<file path="src/rtl/pdp8_dma_pkg.sv">
// ============================================================================
// Module      : pdp8_dma_pkg
// Description : Shared state encoding, widths and helpers for pdp8_dma_ctl.
// Revision    : 1.0 - initial release
// ============================================================================
`default_nettype none

package pdp8_dma_pkg;

    localparam int WORD_W = 12;
    localparam int ADDR_W = 15;

    typedef enum logic [2:0] {
        ST_IDLE    = 3'd0,
        ST_HOLD    = 3'd1,
        ST_MEM     = 3'd2,
        ST_INC_WR  = 3'd3,
        ST_DONE    = 3'd4,
        ST_RELEASE = 3'd5
    } dma_state_e;

    // MSB of the result is the 7777->0000 wrap flag.
    function automatic logic [WORD_W:0] inc_word(input logic [WORD_W-1:0] w);
        return {1'b0, w} + {{WORD_W{1'b0}}, 1'b1};
    endfunction

endpackage

`default_nettype wire

</file>
<file path="src/rtl/pdp8_dma_ctl.sv">
// ============================================================================
// Module      : pdp8_dma_ctl
// Description : Single-word DMA controller for a PDP-8 memory; requests the
//               CPU hold, performs one read/write, then releases the bus.
//               Optional read-increment-write selected by PDP8_DMA_RMW_EN.
// Revision    : 1.0 - initial release
// ============================================================================
`default_nettype none

module pdp8_dma_ctl
    import pdp8_dma_pkg::*;
#(
    parameter int MEM_LAT  = 2,
    parameter int HOLD_MAX = 255
) (
    input  logic              clk,
    input  logic              reset,
    input  logic              ext_ram_read_req,
    input  logic              ext_ram_write_req,
    input  logic [ADDR_W-1:0] ext_ram_ma,
    input  logic [WORD_W-1:0] ext_ram_in,
    input  logic              ext_ram_inc_req,
    output logic              ext_ram_done,
    output logic [WORD_W-1:0] ext_ram_out,
    output logic              ext_ram_ovf,
    output logic              ext_ram_err,
    output logic              dma_hold,
    input  logic              cpu_idle,
    output logic [ADDR_W-1:0] mem_addr,
    output logic              mem_rd,
    output logic              mem_wr,
    output logic [WORD_W-1:0] mem_wdata,
    input  logic [WORD_W-1:0] mem_rdata
);

    localparam int CNT_W = (HOLD_MAX > 8) ? $clog2(HOLD_MAX) : 3;
    localparam logic [CNT_W-1:0] HOLD_LOAD = CNT_W'(HOLD_MAX - 1);
    localparam logic [CNT_W-1:0] LAT_LOAD  = CNT_W'(MEM_LAT - 1);

    dma_state_e        state_q, state_d;
    logic [CNT_W-1:0]  cnt_q,   cnt_d;
    logic [ADDR_W-1:0] ma_q,    ma_d;
    logic [WORD_W-1:0] data_q,  data_d;
    logic [WORD_W-1:0] out_q,   out_d;
    logic              wr_q,    wr_d;
    logic              err_q,   err_d;
    logic              req_w;

`ifdef PDP8_DMA_RMW_EN
    logic              inc_q,   inc_d;
    logic              ovf_q,   ovf_d;
    logic [WORD_W:0]   inc_w;
    assign inc_w = inc_word(mem_rdata);
`else
    logic              unused_inc;
    assign unused_inc = ext_ram_inc_req;
`endif

    assign req_w = ext_ram_read_req | ext_ram_write_req;

    always_ff @(posedge clk) begin
        if (reset) begin
            state_q <= ST_IDLE;
            cnt_q   <= '0;
            ma_q    <= '0;
            data_q  <= '0;
            out_q   <= '0;
            wr_q    <= 1'b0;
            err_q   <= 1'b0;
`ifdef PDP8_DMA_RMW_EN
            inc_q   <= 1'b0;
            ovf_q   <= 1'b0;
`endif
        end else begin
            state_q <= state_d;
            cnt_q   <= cnt_d;
            ma_q    <= ma_d;
            data_q  <= data_d;
            out_q   <= out_d;
            wr_q    <= wr_d;
            err_q   <= err_d;
`ifdef PDP8_DMA_RMW_EN
            inc_q   <= inc_d;
            ovf_q   <= ovf_d;
`endif
        end
    end

    always_comb begin
        state_d = state_q;
        cnt_d   = cnt_q;
        ma_d    = ma_q;
        data_d  = data_q;
        out_d   = out_q;
        wr_d    = wr_q;
        err_d   = 1'b0;
`ifdef PDP8_DMA_RMW_EN
        inc_d   = inc_q;
        ovf_d   = ovf_q;
`endif
        case (state_q)
            ST_IDLE: begin
                if (req_w) begin
                    ma_d    = ext_ram_ma;
                    data_d  = ext_ram_in;
                    wr_d    = ext_ram_write_req;
`ifdef PDP8_DMA_RMW_EN
                    inc_d   = ~ext_ram_write_req & ext_ram_inc_req;
`endif
                    cnt_d   = HOLD_LOAD;
                    state_d = ST_HOLD;
                end
            end
            ST_HOLD: begin
                if (cpu_idle) begin
                    cnt_d   = LAT_LOAD;
                    state_d = ST_MEM;
                end else if (cnt_q == '0) begin
                    err_d   = 1'b1;
                    state_d = ST_RELEASE;
                end else begin
                    cnt_d = cnt_q - 1'b1;
                end
            end
            ST_MEM: begin
                if (cnt_q != '0) begin
                    cnt_d = cnt_q - 1'b1;
                end else begin
                    state_d = ST_DONE;
                    if (!wr_q) begin
                        out_d = mem_rdata;
`ifdef PDP8_DMA_RMW_EN
                        ovf_d = 1'b0;
                        if (inc_q) begin
                            // Incremented word is written back from data_q.
                            out_d   = inc_w[WORD_W-1:0];
                            data_d  = inc_w[WORD_W-1:0];
                            ovf_d   = inc_w[WORD_W];
                            cnt_d   = LAT_LOAD;
                            state_d = ST_INC_WR;
                        end
`endif
                    end
                end
            end
`ifdef PDP8_DMA_RMW_EN
            ST_INC_WR: begin
                if (cnt_q == '0) begin
                    state_d = ST_DONE;
                end else begin
                    cnt_d = cnt_q - 1'b1;
                end
            end
`endif
            ST_DONE: begin
                state_d = ST_RELEASE;
            end
            ST_RELEASE: begin
                // Requests are level-held; wait for both to drop so a
                // lingering request cannot start a second transfer.
                if (!req_w) begin
                    state_d = ST_IDLE;
                end
            end
            default: begin
                state_d = ST_IDLE;
            end
        endcase
    end

    assign dma_hold     = (state_q == ST_HOLD) || (state_q == ST_MEM) ||
                          (state_q == ST_INC_WR) || (state_q == ST_DONE);
    assign mem_rd       = (state_q == ST_MEM) && !wr_q;
    assign mem_wr       = ((state_q == ST_MEM) && wr_q) || (state_q == ST_INC_WR);
    assign mem_addr     = ma_q;
    assign mem_wdata    = data_q;
    assign ext_ram_out  = out_q;
    assign ext_ram_done = (state_q == ST_DONE);
    assign ext_ram_err  = err_q;

`ifdef PDP8_DMA_RMW_EN
    assign ext_ram_ovf  = ovf_q;
`else
    assign ext_ram_ovf  = 1'b0;
`endif

endmodule

`default_nettype wire
</file>
<file path="config.mk">
export PLATFORM = sky130hd
export DESIGN_NAME = pdp8_dma_ctl
export DESIGN_NICKNAME = d
export VERILOG_FILES = /design/src/rtl/pdp8_dma_pkg.sv /design/src/rtl/pdp8_dma_ctl.sv
export SDC_FILE = /design/constraint.sdc
export NUM_CORES = 1
export LEC_CHECK = 0
export CORE_MARGIN = 4
export CORE_UTILIZATION = 42
export CTS_CLUSTER_SIZE = 8
export DETAILED_ROUTE_END_ITERATION = 7
export GPL_ROUTABILITY_DRIVEN = 1
export PLACE_DENSITY = 0.78
export SLEW_MARGIN = 20
export SYNTH_ARGS = -nofsm -noshare
export SYNTH_HDL_FRONTEND = slang
export SYNTH_SLANG_ARGS = --single-unit
</file>
<file path="constraint.sdc">
create_clock -name clk -period 1.9 [get_ports clk]
set_input_delay 0.285 -clock clk [delete_from_list [all_inputs] [get_ports clk]]
set_output_delay 0.285 -clock clk [all_outputs]
set_load 0.02 [all_outputs]
</file>
==> results of run 1 <==
power by group through the flow:
stage,Combinational [mW],Sequential [mW],Clock [mW]
floorplan,1.29,1.69,0
global placement,2.29,1.54,0
detailed placement,2.33,1.55,0
CTS,2.32,1.53,0.670
global route,2.53,1.56,0.707
finish,2.32,1.53,0.643
kinds of logic after synthesis:
family                     after synthesis  synth area share, %
muxes                                   12                 5.50
buffers and inverters                   21                 4.53
and+or+nand+nor                        112                 23.2
AOI/OAI and AO/OA                       63                 16.9
DFF                                     52                 47.7
xor gates and xnor gates                 2                0.803
other                                    1                0.172
adders and majority gates                2                 1.15
repair_timing:
action | in CTS | in global routing
gates cloned | 0 | 0
pin swaps | 0 | 1
setup buffers | 0 | 0
endpoints found under the setup margin | 4 | 1
resized for setup | 5 | 0
cell type report:
class                      instances  share of cell area [%]
inverter                           5                   0.569
tap                               67                    2.54
timing repair buffer             103                    30.5
clock buffer                       6                    2.51
clock inverter                     1                   0.266
sequential                        52                    31.6
multi-input combinational        192                    32.0
state kept, by name, summed over array words and instances, names as in the netlist:
register     cells
state_q          3
mem_wdata       12
wr_q             1
mem_addr        15
ext_ram_out     12
cnt_q            8
ext_ram_err      1
metrics by stage:
stage                     area, um^2  worst slack, ps  TNS, ps  utilization, %  total power [mW]
after floorplan                 2190              205        0               -              2.98
after detailed placement        3210            -19.8    -19.8            65.7              3.88
final                           3300              119        0            67.5              4.49
after global routing            3300             6.78        0            67.5              4.80
after CTS                       3300              118        0            67.5              4.52
after global placement          3210             11.9        0            65.7              3.83
critical path, cell delays in order (launching register included):
cell	delay [ps]
dfxtp_1	370
buf_4	160
nor2_1	190
xnor2_1	140
dlygate4sd2_1	340
layout by cell type, fill, tap and decap left out, types with 2 or more instances in the layout:
| master | netlist | final |
|---|---|---|
| clkdlybuf4s50_1 | 0 | 82 |
| nand2_1 | 59 | 59 |
| dfxtp_1 | 52 | 51 |
| a21oi_1 | 39 | 39 |
| nor2_1 | 26 | 26 |
| buf_4 | 2 | 14 |
| mux2i_1 | 12 | 12 |
| nor3_1 | 9 | 8 |
| o21ai_1 | 8 | 7 |
| clkbuf_8 | 0 | 6 |
| inv_1 | 5 | 5 |
| nand2b_1 | 4 | 4 |
| and3_1 | 4 | 4 |
| dlygate4sd2_1 | 0 | 4 |
| a22oi_1 | 3 | 3 |
| a21o_1 | 2 | 2 |
| a211oi_1 | 2 | 2 |
| a31oi_1 | 2 | 2 |
| ha_1 | 2 | 2 |
| buf_12 | 0 | 2 |
metal layers:
| layer | up-vias | GRT usage [%] | share of wire (%) |
|---|---|---|---|
| li1 | 1076 | - | - |
| met3 | 10 | 6.17 | 9.1 |
| met4 | 0 | 6.25 | 2.2 |
| met2 | 79 | 29.6 | 49 |
| met1 | 1002 | 21.2 | 40 |
| met5 | - | 0 | 0 |
how the worst max path moves through the flow:
| stage | start | depth (start not counted) | slack (ps) | to |
|---|---|---|---|---|
| finish | state_q[1] | 4 | 120 | dma_hold |
| global route | state_q[1] | 4 | 7 | ext_ram_done |
| CTS | state_q[1] | 4 | 120 | dma_hold |
| detailed placement | cpu_idle | 6 | -20 | cnt_q[6] |
| global placement | cpu_idle | 6 | 10 | cnt_q[6] |
| floorplan | state_q[1] | 7 | 200 | ext_ram_out[3] |
==> impl_metrics.csv, run 1 <==
group,metric,value,unit
status,outcome,"complete, no violations",
global_routing,overflow,0,
worst_setup_path,crit_arrival,1500,ps
die,placementRows,25,
layout,fill_cells,445,
clock_network,insertion_delay,300,ps
synthesis,syn_area,2180,um^2
die,die_x,80.1,um
min_path,min_path_type,"input port to register",
synthesis,avgSynthCellArea,8.23,um^2
clock_network,cts-buffers-inserted,5,
timing,min_period,1780,ps
die,die_h,80.1,um
synthesis,synth_most_common_cell,"nand2_1",
timing,post-route-period-util,93.8,%
timing,grt_setup_unrepaired,"no",
power_and_ir_drop,p_leak,1.37,nW
global_routing,grtUsageTotal,17.8,%
timing,max_clock_freq,561,MHz
synthesis,synth_nets,312,
power_and_ir_drop,clockPowerShare,14.3,%
worst_setup_path,required,1620,ps
die,io_pins,90,
clock_network,cts_tree,"built",
power_and_ir_drop,combPwrFrac,51.7,%
layout,n_antenna_cell,0,
worst_setup_path,crit_fanout,5,
synthesis,synth-main-ff-cell,"dfxtp_1",
synthesis,synthArstFlopShare,0,%
worst_setup_path,crit_type,"register to output pin",
min_path,holdPathStages,2,
timing,finalMaxSlewViolations,0,
clock_network,clockBufferDepth,2,
timing,setup_viol,0,
synthesis,yosysUniqueCellTypes,38,
synthesis,yosys-top-cells-count,"59 x nand2_1, 52 x dfxtp_1, 39 x a21oi_1, 26 x nor2_1, 12 x mux2i_1",
min_path,min_from,"reset",
min_path,worstHoldEndpoint,"ext_ram_out[9]",
placement,placed_cells,419,
power_and_ir_drop,internal_power,2.67,mW
layout,multi_input_area,1050,um^2
placement,port_buffers,87,
layout,drive_above_1_share,9.19,%
power_and_ir_drop,power_density,1360,nW/um^2
layout,fin_cells,426,
routing,firstDrtPassIters,4,
job,max-cap-violations,0,
timing,hold_viol_final,0,
worst_setup_path,rr_endpoint,"cnt_q[6]",
synthesis,synth-edff-count,0,
global_routing,grt_max_degree,28,
global_routing,grt_pass1_vias,2039,
synthesis,netlist.area_leader.share,47.7,%
placement,dpl.hpwl,4150,um
clock_network,cts_max_level,2,
power_and_ir_drop,ir_worst_vdd,0.556,mV
clock_network,holdBufCountCts,0,
layout,nets,406,
power_and_ir_drop,power_frac_seq,34.0,%
worst_setup_path,cp-start-kind,"register",
synthesis,ys_ff_latch,52,
die,initial_core_util,44.7,%
clock_network,clock_sinks,52,
synthesis,yosys.area.top_type,"dfxtp_1",
clock_network,cts.clk_slew.worst_paths,90,ps
routing,drc,0,
die,die_area,6410,um^2
placement,gp_congestion,0.835,
power_and_ir_drop,p_switching,1.82,mW
global_routing,antenna_found_initial,0,
synthesis,ys_seq_area_share,47.7,%
worst_setup_path,rr_worst_depth,6,
synthesis,synthCells,265,
global_routing,grt_pass1_wl,9040,um
routing,vias_per_cell,5.09,
clock_network,clockRootBuffer,"clkbuf_8",
layout,syn_to_final_growth,51.0,%
routing,ant_nets,0,
worst_setup_path,rrSetupSlack,140,ps
layout,seq_area,1040,um^2
timing,hold_slack,404,ps
synthesis,yosys_warnings,0,
synthesis,synth_area_leaders,"dfxtp_1 48%, nand2_1 10%, a21oi_1 8.9%",
die,core-area,4880,um^2
routing,wl_per_cell,13.2,um
worst_setup_path,critPathCaptureType,"output pin",
routing,drt_iter0_drc,160,
routing,wl,5640,um
routing,vias,2167,
timing,fin_skew,7.72,ps
worst_setup_path,rr_startpoint,"state_q[1]",
power_and_ir_drop,swShare,40.6,%
No activity file was read; power rests on OpenSTA's default activity.
==> inputs of run 2 (changes only) <==
CORE_UTILIZATION = 38   (was 42)
PLACE_DENSITY = 0.74   (was 0.78)
SLEW_MARGIN = not set   (was 20)
clock period = 1.5 ns   (was 1.9 ns; I/O delays follow)
==> impl_metrics.csv, run 2 (synthesized netlist as in run 1, its figures left out) <==
group,metric,value,unit
timing,grt_setup_unrepaired,"yes",
worst_setup_path,path_delay_family,"simple AND/OR/NAND/NOR gates",
layout,fin_cells,453,
global_routing,overflow,0,
worst_setup_path,worstPathBufferInverterCount,1,
clock_network,cts-buffers-inserted,5,
timing,max_clock_freq,625,MHz
layout,largest_reg_flops,15,
placement,port_buffers,87,
timing,post-route-period-util,107,%
clock_network,insertion_delay,310,ps
timing,setup_viol,13,
die,placementRows,27,
routing,ant_nets,0,
routing,firstDrtPassIters,4,
die,die_h,83.8,um
global_routing,antenna_found_initial,0,
worst_setup_path,rr_endpoint,"cnt_q[6]",
global_routing,grt_pass1_vias,2100,
routing,wl,6290,um
timing,finalMaxSlewViolations,0,
clock_network,clock_sinks,52,
placement,gp_congestion,0.855,
layout,fill_cells,484,
worst_setup_path,critPathCaptureType,"register",
worst_setup_path,cp_slowest_cell,"or3b_4",
worst_setup_path,required,1720,ps
layout,nets,427,
min_path,min_path_type,"input port to register",
die,die_area,7020,um^2
layout,syn_to_final_growth,66.5,%
worst_setup_path,cp-start-kind,"register",
status,outcome,"finished with violations",
layout,seq_area,1050,um^2
status,violations,"negative setup slack",
power_and_ir_drop,power_density,1800,nW/um^2
worst_setup_path,crit_chain,"buf_6, or3b_4, a21oi_4, a41oi_1, or3_1, o31ai_1",
power_and_ir_drop,p_leak,1.94,nW
routing,vias_per_cell,4.97,
worst_setup_path,crit_fanout,5,
clock_network,cts.clk_slew.worst_paths,100,ps
global_routing,grt_pass1_wl,9960,um
placement,placed_cells,441,
worst_setup_path,rr_worst_depth,6,
die,io_pins,90,
layout,multi_input_area,1130,um^2
worst_setup_path,rr_startpoint,"state_q[1]",
min_path,worstHoldEndpoint,"cnt_q[7]",
global_routing,grt_max_degree,32,
placement,dp_slack,-317,ps
min_path,min_from,"reset",
routing,vias,2252,
die,initial_core_util,39.4,%
routing,drt_iter0_drc,188,
layout,drive_above_1_share,18.6,%
timing,min_period,1600,ps
timing,setup_ws,-99.3,ps
worst_setup_path,max_stage_delay,410,ps
die,core-area,5540,um^2
layout,layout_commonest_cell,"nand2_1",
job,max-cap-violations,0,
global_routing,grtUsageTotal,17.4,%
die,die_x,83.8,um
min_path,holdPathStages,2,
clock_network,clockRootBuffer,"clkbuf_8",
worst_setup_path,crit_arrival,1820,ps
timing,hold_slack,292,ps
layout,mostFrequentLayoutCells,"59 x nand2_1, 48 x dfxtp_1, 45 x clkdlybuf4s50_1, 39 x a21oi_1, 31 x buf_4",
timing,hold_viol_final,0,
layout,n_antenna_cell,0,
timing,fin_skew,8.30,ps
clock_network,cts_tree,"built",
routing,wl_per_cell,13.9,um
placement,dpl.hpwl,4360,um
worst_setup_path,rrSetupSlack,-100,ps
power_and_ir_drop,ir_worst_vdd,0.770,mV
worst_setup_path,crit_type,"register to register",
clock_network,clockBufferDepth,2,
clock_network,cts_max_level,2,
routing,drc,0,
-- run 2: power by group --
| part | switching (mW) | leakage [nW] | internal (mW) |
|---|---|---|---|
| Sequential | 0.200 | 0.428 | 1.71 |
| Clock | 0.456 | 0.0558 | 0.504 |
| Combinational | 1.90 | 1.45 | 1.76 |
| Total | 2.56 | 1.94 | 3.97 |
-- run 2: stage by stage --
| step | cell area (um^2) | TNS [ps] | utilization, % | power [mW] |
|---|---|---|---|---|
| final | 3630 | -473 | 65.6 | 6.53 |
| after global routing | 3630 | -4430 | 65.6 | 6.99 |
| after CTS | 3520 | -345 | 63.5 | 6.39 |
| after detailed placement | 3370 | -3380 | 60.8 | 5.29 |
| after global placement | 3370 | -2880 | 60.8 | 5.21 |
| after floorplan | 2200 | -726 | - | 3.81 |
-- run 2: worst max path at each step --
stage                          start        endpoint  cells past startpoint
after global routing      state_q[2]     mem_addr[3]                      7
after global placement      cpu_idle        cnt_q[1]                      6
after CTS                 state_q[1]        cnt_q[6]                      6
after detailed placement    cpu_idle        cnt_q[7]                      6
after floorplan           state_q[1]  ext_ram_out[3]                      7
final                     state_q[1]        cnt_q[6]                      6
-- run 2: metal layers --
layer  up-vias  routed length [um]  GRT usage (%)
met5         -                   0              0
met4         0                 172           6.87
met3        14                 371           4.64
met2        76                3050           28.9
met1      1035                2690           21.3
li1       1127                   -              -
-- run 2: timing repair --
item                       CTS  global route
cloned                       0             1
gates resized for setup     46            29
hold buffers                 0             0
pin swaps                    5             1
setup endpoints to repair   56            73
buffers inserted             3             0
-- run 2: area by class of cell --
| type | instances | share of cell area [%] |
|---|---|---|
| Clock inverter | 2 | 1.07 |
| Clock buffer | 6 | 2.00 |
| Multi-Input combinational cell | 192 | 31.1 |
| Timing Repair Buffer | 124 | 34.0 |
| Inverter | 5 | 0.517 |
| Tap cell | 72 | 2.48 |
| Sequential cell | 52 | 28.8 |
==> inputs of run 3 (changes only) <==
CORE_UTILIZATION = 55   (was 38)
DONT_BUFFER_PORTS = 1   (was not set)
PLACE_DENSITY = 0.72   (was 0.74)
==> impl_metrics.csv, run 3 (synthesized netlist as in run 1, its figures left out) <==
group,metric,value,unit
power_and_ir_drop,clockPowerShare,13.7,%
power_and_ir_drop,power_frac_seq,35.3,%
clock_network,clock_sinks,52,
routing,firstDrtPassIters,4,
clock_network,insertion_delay,300,ps
worst_setup_path,crit_arrival,1840,ps
routing,drt_iter0_drc,93,
clock_network,cts_tree,"built",
worst_setup_path,critPathCaptureType,"register",
timing,max_clock_freq,622,MHz
routing,wl,5170,um
layout,fin_util,72.9,%
placement,dp_slack,-57.0,ps
timing,fin_skew,5.26,ps
global_routing,grt_pass1_wl,8140,um
power_and_ir_drop,ir_worst_vdd,1.11,mV
power_and_ir_drop,total_power,6.14,mW
layout,n_antenna_cell,0,
layout,fin_area,2730,um^2
clock_network,cts_max_level,2,
timing,setup_ws,-108,ps
global_routing,antenna_found_initial,0,
layout,nets,334,
routing,drc,0,
clock_network,cts-buffers-inserted,5,
power_and_ir_drop,p_leak,1.16,nW
worst_setup_path,cp-start-kind,"register",
global_routing,grtUsageTotal,19.8,%
power_and_ir_drop,p_switching,2.55,mW
power_and_ir_drop,power_density,2250,nW/um^2
power_and_ir_drop,combPwrFrac,51.0,%
die,core-area,3740,um^2
timing,hold_slack,-27.1,ps
layout,mostFrequentLayoutCells,"58 x nand2_1, 48 x dfxtp_1, 36 x a21oi_1, 24 x nor2_1, 17 x buf_4",
placement,dpl.hpwl,3470,um
worst_setup_path,required,1730,ps
clock_network,clockRootBuffer,"clkbuf_8",
layout,drive_above_1_share,25.7,%
die,placementRows,22,
routing,ant_nets,0,
routing,vias,1907,
die,die_x,71.0,um
timing,post-route-period-util,107,%
layout,largest_reg_flops,15,
layout,syn_to_final_growth,25.1,%
status,outcome,"finished with violations",
timing,setup_viol,20,
global_routing,grt_max_degree,54,
clock_network,cts.clk_slew.worst_paths,90,ps
die,io_pins,90,
global_routing,overflow,0,
status,violations,"negative hold slack, negative setup slack",
timing,finalMaxSlewViolations,0,
die,initial_core_util,58.3,%
clock_network,clockBufferDepth,2,
placement,gp_congestion,0.819,
worst_setup_path,crit_fanout,7,
placement,port_buffers,0,
min_path,min_path_type,"input port to register",
timing,min_period,1610,ps
layout,layout_commonest_cell,"nand2_1",
die,die_area,5040,um^2
worst_setup_path,crit_type,"register to register",
timing,grt_setup_unrepaired,"yes",
power_and_ir_drop,swShare,41.5,%
worst_setup_path,rrSetupSlack,-110,ps
routing,vias_per_cell,5.68,
power_and_ir_drop,internal_power,3.59,mW
die,die_h,71.0,um
job,max-cap-violations,0,
routing,wl_per_cell,15.4,um
placement,placed_area,2390,um^2
global_routing,grt_pass1_vias,1842,
timing,hold_viol_final,50,
[run 3: changes by cell type in the layout (fill, tap and decap cells not counted), moves of 8 or more]
| cell | before | now |
|---|---|---|
| dlymetal6s2s_1 | 22 | 0 |
| buf_4 | 31 | 17 |
| dlygate4sd2_1 | 15 | 0 |
| buf_6 | 3 | 11 |
| clkdlybuf4s50_1 | 45 | 0 |
[run 3: timing repair]
item	CTS	global route
resized for setup	17	28
endpoints found under the hold margin	50	51
setup endpoints to repair	22	30
pin swaps	6	11
buffers inserted	2	5
[run 3: stage by stage]
step / hold slack (ps) / cells / TNS (ps)
2_1_floorplan: 361 / 265 / -726
3_3_place_gp: 298 / 321 / -321
3_5_place_dp: 301 / 321 / -637
4_1_cts: -34.2 / 331 / -506
5_1_grt: -43.8 / 336 / -2950
6_report: -27.1 / 336 / -802
[run 3: final timing paths]
| path | from | end | cells past startpoint |
|---|---|---|---|
| worst min-delay path | reset | mem_addr[5] | 1 |
| worst max register to register | cnt_q[2] | cnt_q[1] | 6 |
| worst min register to register | cnt_q[5] | cnt_q[5] | 2 |
| worst max-delay path | cnt_q[2] | cnt_q[1] | 6 |
[run 3: layout make-up]
type / count / area, um^2
Fill cell: 305 / 1010
Sequential cell: 52 / 1050
Inverter: 5 / 18.8
Clock inverter: 2 / 13.8
Tap cell: 48 / 60.1
Clock buffer: 6 / 82.6
Multi-Input combinational cell: 192 / 1200
Timing Repair Buffer: 31 / 307
[run 3: power groups by stage]
stage / Combinational, mW / Clock, mW / Sequential [mW]
after floorplan: 1.67 / 0 / 2.14
final: 3.13 / 0.839 / 2.17
after CTS: 2.61 / 0.856 / 2.16
after global placement: 2.40 / 0 / 2.17
after detailed placement: 2.47 / 0 / 2.18
after global routing: 3.44 / 0.907 / 2.20
[run 3: worst max-delay path, stage by stage (launching register included)]
cell,delay [ps]
dfxtp_2,350
nor4_4,390
nand3_4,150
o21ai_4,290
buf_4,170
nor3_2,30
a211oi_1,150
[run 3: per-layer routing]
layer / track usage [%] / vias to the layer above / part of all wire (%)
met1: 24.5 / 876 / 41
met4: 5.22 / 0 / 1.6
li1: - / 936 / -
met2: 31.7 / 84 / 47
met3: 8.38 / 11 / 10
met5: 0 / - / 0
